[src/rtl/bus_dest_bank.sv]
// bus_dest_bank: bus destination registers with bypassed read port, PC increment and write-fault tracking
module bus_dest_bank #(
    parameter int WIDTH   = 32,
    parameter int PC_STEP = 4,
    parameter int CNT_W   = 16
) (
    input  logic             clock,
    input  logic             clear,
    input  logic [WIDTH-1:0] busMuxOut,
    input  logic [4:0]       destSel,
    input  logic             writeEn,
    input  logic [4:0]       readSel,
    output logic [WIDTH-1:0] readData,
    input  logic             pcInc,
    output logic [WIDTH-1:0] pcOut,
    output logic [WIDTH-1:0] mdrOut,
    output logic             illegalWr,
    output logic [CNT_W-1:0] wrCount
);
    logic [WIDTH-1:0] rf [0:17];
    logic             dest_ok;
    logic             accept;
    logic             byp;
    logic [WIDTH-1:0] pc_nxt;
    logic [WIDTH-1:0] read_nxt;
    logic [CNT_W-1:0] cnt_nxt;
    always_comb begin
        dest_ok  = destSel < 5'd18 || destSel == 5'd20 || destSel == 5'd21;
        accept   = writeEn && dest_ok;
        byp      = accept && destSel == readSel;
        pc_nxt   = (accept && destSel == 5'd20) ? busMuxOut
                 : pcInc ? pcOut + WIDTH'(PC_STEP) : pcOut;
        // readData shows post-edge state, so PC and bypassed writes come from next-state values
        read_nxt = readSel == 5'd20 ? pc_nxt
                 : byp ? busMuxOut
                 : readSel < 5'd18 ? rf[readSel]
                 : readSel == 5'd21 ? mdrOut : '0;
        cnt_nxt  = (accept && !(&wrCount)) ? wrCount + 1'b1 : wrCount;
    end
    always_ff @(posedge clock) begin
        if (clear) begin
            for (int i = 0; i < 18; i++) rf[i] <= '0;
            pcOut     <= '0;
            mdrOut    <= '0;
            readData  <= '0;
            wrCount   <= '0;
            illegalWr <= 1'b0;
        end else begin
            if (accept && destSel < 5'd18) rf[destSel] <= busMuxOut;
            if (accept && destSel == 5'd21) mdrOut <= busMuxOut;
            pcOut     <= pc_nxt;
            readData  <= read_nxt;
            wrCount   <= cnt_nxt;
            illegalWr <= illegalWr || (writeEn && !dest_ok);
        end
    end
endmodule

[config.mk]
export PLATFORM = sky130hd
export DESIGN_NAME = bus_dest_bank
export DESIGN_NICKNAME = d
export VERILOG_FILES = /design/src/rtl/bus_dest_bank.sv
export SDC_FILE = /design/constraint.sdc
export NUM_CORES = 1
export LEC_CHECK = 0
export CORE_MARGIN = 10
export CORE_UTILIZATION = 50
export CTS_BUF_LIST = sky130_fd_sc_hd__clkbuf_8
export CTS_CLUSTER_SIZE = 30
export DETAILED_ROUTE_END_ITERATION = 16
export PLACE_DENSITY = 0.76
export RECOVER_POWER = 25
export SKIP_LAST_GASP = 1
export SYNTH_ARGS = -nofsm -noshare
export SYNTH_HDL_FRONTEND = slang
export SYNTH_SLANG_ARGS = --single-unit
[constraint.sdc]
create_clock -name clock -period 5.5 [get_ports clock]
set_input_delay 1.1 -clock clock [delete_from_list [all_inputs] [get_ports clock]]
set_output_delay 1.1 -clock clock [all_outputs]
set_load 0.03 [all_outputs]
# [After elaboration in Yosys (flattened, before gate mapping)]
# Memory sizes are Yosys's and may differ from the RTL's.
# Cells that the tools add are included.
[word_totals] ff_bits=113 mem_bits_rw=576 in_bits=46 output_inout_bits=113 wordCells=43 n_memories=1
[classes] add_sub_neg=2 magnitude_cmp=2 n_eq_ne=5 n_mux=14 reduce_logical=14
[mem_list] memory="rf" depth=18 word_bits=32 rd=1 rd_clocked_by_memory_dff=0 write_ports=18 line="20" text="logic [WIDTH-1:0] rf [0:17];"
[ops] cell="32-bit 2-to-1 mux" count=7
[ops] cell="32-bit by 3-bit adder with 32-bit output, second input constant" count=1
[ops] cell="32-bit OR reduction" count=1
[ops] cell="5-bit equality test, second input constant" count=4
[ops] cell="16-bit by 1-bit adder with 16-bit output, second input constant" count=1
[ops] cell="16-bit AND reduction" count=1
[ops] cell="5-bit less-than comparator, second input constant" count=2
[ops] cell="1-bit logical AND" count=7
[ops] cell="1-bit 2-to-1 mux" count=6
[ops] cell="5-bit equality test" count=1
[ops] cell="5-bit 2-to-1 mux" count=1
[ops] cell="1-bit logical OR" count=3
[ops] cell="1-bit logical NOT" count=2

# [Depth between registers and ports, before layout]
[depth] depth_word=10 mapped_depth=11 ltp_nobuf=7

# [Worst setup path after synthesis]
# Ideal clock, no wire load.
[synth_path] path_kind="input to register" start="input port destSel[4]" end="memory rf[3][0], enable pin" arrival_time_ns=3.048 t_required_ns=5.106 path_slack_ns=2.058 cell_stages=5 path_buffers=1 cell_sequence="clkbuf_1 -> or3b_2 -> nor3_1 -> nand3_1 -> nand2b_1"
[synth_rtl] item="start: declaration" line="10" text="input logic [4:0] destSel,"
[synth_rtl] item="end: declaration" line="20"

==> impl_summary.log <==
[metrics] Flop pwr share: 54.4%
[metrics] routed wire length per instance: 24.3 um
[metrics] number of global-route vias before repair: 20000
[metrics] Clock Root Buffer: sky130_fd_sc_hd__clkbuf_8
[metrics] Static Leak: 11.9 nW
[metrics] reg-to-reg critical path startpoint: pcOut[2]
[metrics] hold violation count in the final report: 0
[metrics] switching power of the nets: 2.64 mW
[metrics] sequential area share after synthesis: 64.8%
[metrics] mux contribution to synthesized area: 11.7%
[metrics] min cycle time layout: 4180 ps
[metrics] clock sink total: 689
[metrics] DRC: 0
[metrics] final period utilization: 76.0%
[metrics] cell at the slowest stage of the critical path: sky130_fd_sc_hd__dlygate4sd3_1
[metrics] area share of and/or/nand/nor cells after synthesis: 13.2%
[metrics] total nets after synthesis: 2423
[metrics] metal2 WL: 39500 um
[metrics] DRT Pass-1 Iters: 6
[metrics] most frequent standard cell in the layout excluding fill and tap cells: sky130_fd_sc_hd__nor2_1
[metrics] crit path capture type: register
[metrics] mean cell area of the mapped netlist: 12.7 um^2
[metrics] share of synthesized cell area in full adder, half adder and majority cells: 0.0829%
[metrics] combinational cell fraction of total power: 8.0%
[metrics] number of levels the H-tree was split into: 3
[metrics] violated checks: capacitance limit, slew limit
[metrics] number of cell rows: 90
[metrics] Clock Skew: 22.6 ps
[metrics] Critical Path Fanout Max: 14
[metrics] setup repair after global routing missed its margin: false
[metrics] clock-pin slew on the worst setup and hold paths: 60 ps
[metrics] hold buffer count at cts: 0
[metrics] Switching Fraction: 23.9%
[metrics] routed via count divided by cell count: 6.01
[metrics] count of unique library cells instantiated by Yosys: 63
[metrics] top cell type's share of synthesized area: 57.3%
[metrics] reported max-cap violation count: 3
[metrics] Compound-Gate Fraction of Synth Area: 4.99%
[metrics] critical path, cell by cell: dlygate4sd3_1, or3b_2, nor3b_1, nand2_1, nand2b_1, clkbuf_1
[metrics] power per cell area: 323 nW/um^2
[metrics] type of the most critical hold path: reg2reg
[metrics] CP Capture Point: rf[5][9]
[metrics] Crit Reg-Reg Endpoint: readData[30]
[metrics] insertion delay to the later sink of the worst-skew pair: 700 ps
[metrics] CP peak stage delay: 780 ps
[metrics] worst slew slack as a fraction of its limit: -27.3%
[metrics] Crit. path cell count: 6
[metrics] kind of critical path: in2reg
[metrics] data arrival time of the worst path: 4490 ps
[metrics] register-to-register path setup slack: 2860 ps
[metrics] Top Family by Delay on Critical Path: simple AND/OR/NAND/NOR gates
[metrics] number of buffers created by CTS: 105
[metrics] upper clock frequency limit: 239 MHz
[metrics] DPL Wire Length: 53300 um
[metrics] worst reg-to-reg path cell count: 7
[metrics] startpoint types: primary input
[metrics] TritonCTS clock tree: done
[metrics] run status: complete, but fails checks
[metrics] y dimension of the die: 266 um
[metrics] XOR/XNOR Fraction of Synth Area: 1.31%
[metrics] count of buffers from port buffering: 158
[metrics] transition time at the pin with the least slew margin: 1910 ps
[metrics] internal power consumption: 8.40 mW
[metrics] launching element of the worst setup path: writeEn
[metrics] M1 wire length: 31000 um
[metrics] antenna violations before repair: 2
[metrics] total routing usage reported by global routing: 22.8%
[metrics] chip width: 266 um
[metrics] number of register bits inferred by synthesis: 689
[metrics] peak supply drop: 0.167 mV
[metrics] data required time at the worst endpoint: 5810 ps
[metrics] dominant combinational cell family by area after synthesis: simple AND/OR/NAND/NOR gates
[metrics] number of enable-type register cells in the synthesized netlist: 576
[metrics] first-pass GRT wire length: 123000 um
[metrics] Routed WL: 82000 um
[metrics] pin count of the biggest net entering global routing: 85
[metrics] final slew viol count: 88
[metrics] final setup violation count: 0
[metrics] floorplan die area: 70600 um^2
[metrics] total number of nets in the final design: 2547
[metrics] commonest cells after routing, fill and taps aside: sky130_fd_sc_hd__nor2_1, sky130_fd_sc_hd__edfxtp_1, sky130_fd_sc_hd__nand2_1
[metrics] Layout Area Growth over Synthesis: 13.2%
[metrics] placeable core region: 60000 um^2
[metrics] async set or reset register ratio after synthesis: 0%
[metrics] met3 WL: 9310 um
[metrics] clock share of power: 37.6%
[metrics] Critical path buffers and inverters: 2
[metrics] post-CTS setup buffers: 0
[metrics] cell accounting for the most synthesized area: sky130_fd_sc_hd__edfxtp_1
[metrics] most used flip-flop cell after synthesis: sky130_fd_sc_hd__edfxtp_1
[metrics] gp weighted congestion: 0.873
[metrics] gr ovfl total: 0
[metrics] initial standard-cell utilization of the core: 50.3%
[metrics] highest metal used: met4
[metrics] fraction of layout instances using a drive strength above 1: 12.0%
[metrics] Gate Count Post-Synth: 2375
[metrics] post-cts repair resize count: 0
[metrics] remaining antenna violation count after routing: 0
[metrics] top cells by area in the synthesized netlist: sky130_fd_sc_hd__edfxtp_1, sky130_fd_sc_hd__nor2_1, sky130_fd_sc_hd__dfxtp_1
[metrics] # fillers: 4625
[metrics] starting DRC count in detailed routing: 2634
[metrics] number of primary I/O pins: 159
[metrics] CTS Buffer Depth: 3
[metrics] final-layout setup total negative slack: 0 ps
[metrics] fraction of the core area covered by cells at the end of the flow: 56.9%
[metrics] routed vias: 20200
[metrics] area of the mapped netlist: 30200 um^2
[metrics] Yosys warning total: 0
power by group through the flow:
| stage | clock (mW) | combinational (mW) | sequential [mW] |
|---|---|---|---|
| after global placement | 0 | 0.873 | 6.09 |
| after detailed placement | 0 | 0.886 | 6.11 |
| final | 4.14 | 0.888 | 6.00 |
| after CTS | 4.17 | 0.890 | 6.00 |
| after floorplan | 0 | 0.517 | 6.13 |
| after global routing | 4.42 | 0.931 | 6.02 |
metal layers:
layer / track usage, % / vias up
met1: 30.2 / 10000
met5: 0 / -
met3: 4.70 / 156
met2: 37.2 / 1278
li1: - / 8811
met4: 7.74 / 0
logic make-up (layout without fill, tap and decap cells):
group	after synthesis	in the layout
adder cells (fa/ha/maj)	2	2
flip-flops	689	689
multiplexers	231	231
other	0	1
AO/OA/AOI/OAI	210	210
buffers and inverters	234	444
AND/OR/NAND/NOR	964	964
XOR/XNOR	45	45
cell type report:
cell class / instances / area, um^2 / area share [%]
flip-flops and latches: 689 / 19600 / 57.3
clock buffers: 119 / 1640 / 4.79
repair buffers: 211 / 1990 / 5.83
diodes: 1 / 2.50 / 0.00733
multi-input cells: 1452 / 9430 / 27.6
clock inverters: 74 / 412 / 1.21
inverters: 40 / 150 / 0.440
well taps: 782 / 978 / 2.86
cells in the mapped netlist, drive strengths merged (3+ instances only):
cell and instances:
nand4 19, and2 8, mux2i 126, o221ai 6, a211oi 24, o211ai 21
nand3 26, o21ai 17, a22oi 29, or3 5, mux4 93, clkbuf 87
a2111oi 7, nand2b 24, inv 40, buf 107, nor2 657, nor2b 5
edfxtp 576, nand2 153, a22o 7, o21ba 5, o2bb2ai 4, nor3 27
and4 6, mux2 12, and3 13, dfxtp 113, a21oi 51, o32ai 5
xor2 20, a221oi 8, nor3b 3, o22ai 15, xnor2 25, nor4 11
registers in the layout, indices dropped and copies added, names as in the netlist:
name,flops
wrCount,16
rf,576
illegalWr,1
readData,32
pcOut,32
mdrOut,32
worst min-delay path by stage:
stage                    start    endpoint  slack [ps]  depth (start not counted)
floorplan            mdrOut[0]   mdrOut[0]         590                          2
global placement     mdrOut[4]   mdrOut[4]         470                          2
detailed placement   mdrOut[4]   mdrOut[4]         480                          2
CTS                  mdrOut[4]   mdrOut[4]         480                          2
global route        mdrOut[12]  mdrOut[12]         500                          2
finish               mdrOut[4]   mdrOut[4]         480                          2
worst reg2reg max path, cell delays in order, from the launching register on:
cell and delay, ps:
sky130_fd_sc_hd__dfxtp_1 410, sky130_fd_sc_hd__ha_1 200, sky130_fd_sc_hd__and4_1 380, sky130_fd_sc_hd__nand4_1 470, sky130_fd_sc_hd__nor4_1 520, sky130_fd_sc_hd__xor2_1 240, sky130_fd_sc_hd__nor2_1 70, sky130_fd_sc_hd__nor4_1 270
stage by stage:
stage               power, mW  cell area (um^2)  hold WS, ps  setup slack [ps]  instances
global route             11.4             34200          500              1220       3368
CTS                      11.1             34200          483              1880       3367
finish                   11.0             34200          480              1320       3368
floorplan                6.65             30200          594              2060       2375
detailed placement       6.99             32200          477              1140       3174
global placement         6.96             32200          471              1200       3174
(Power assumes the default switching activity.)
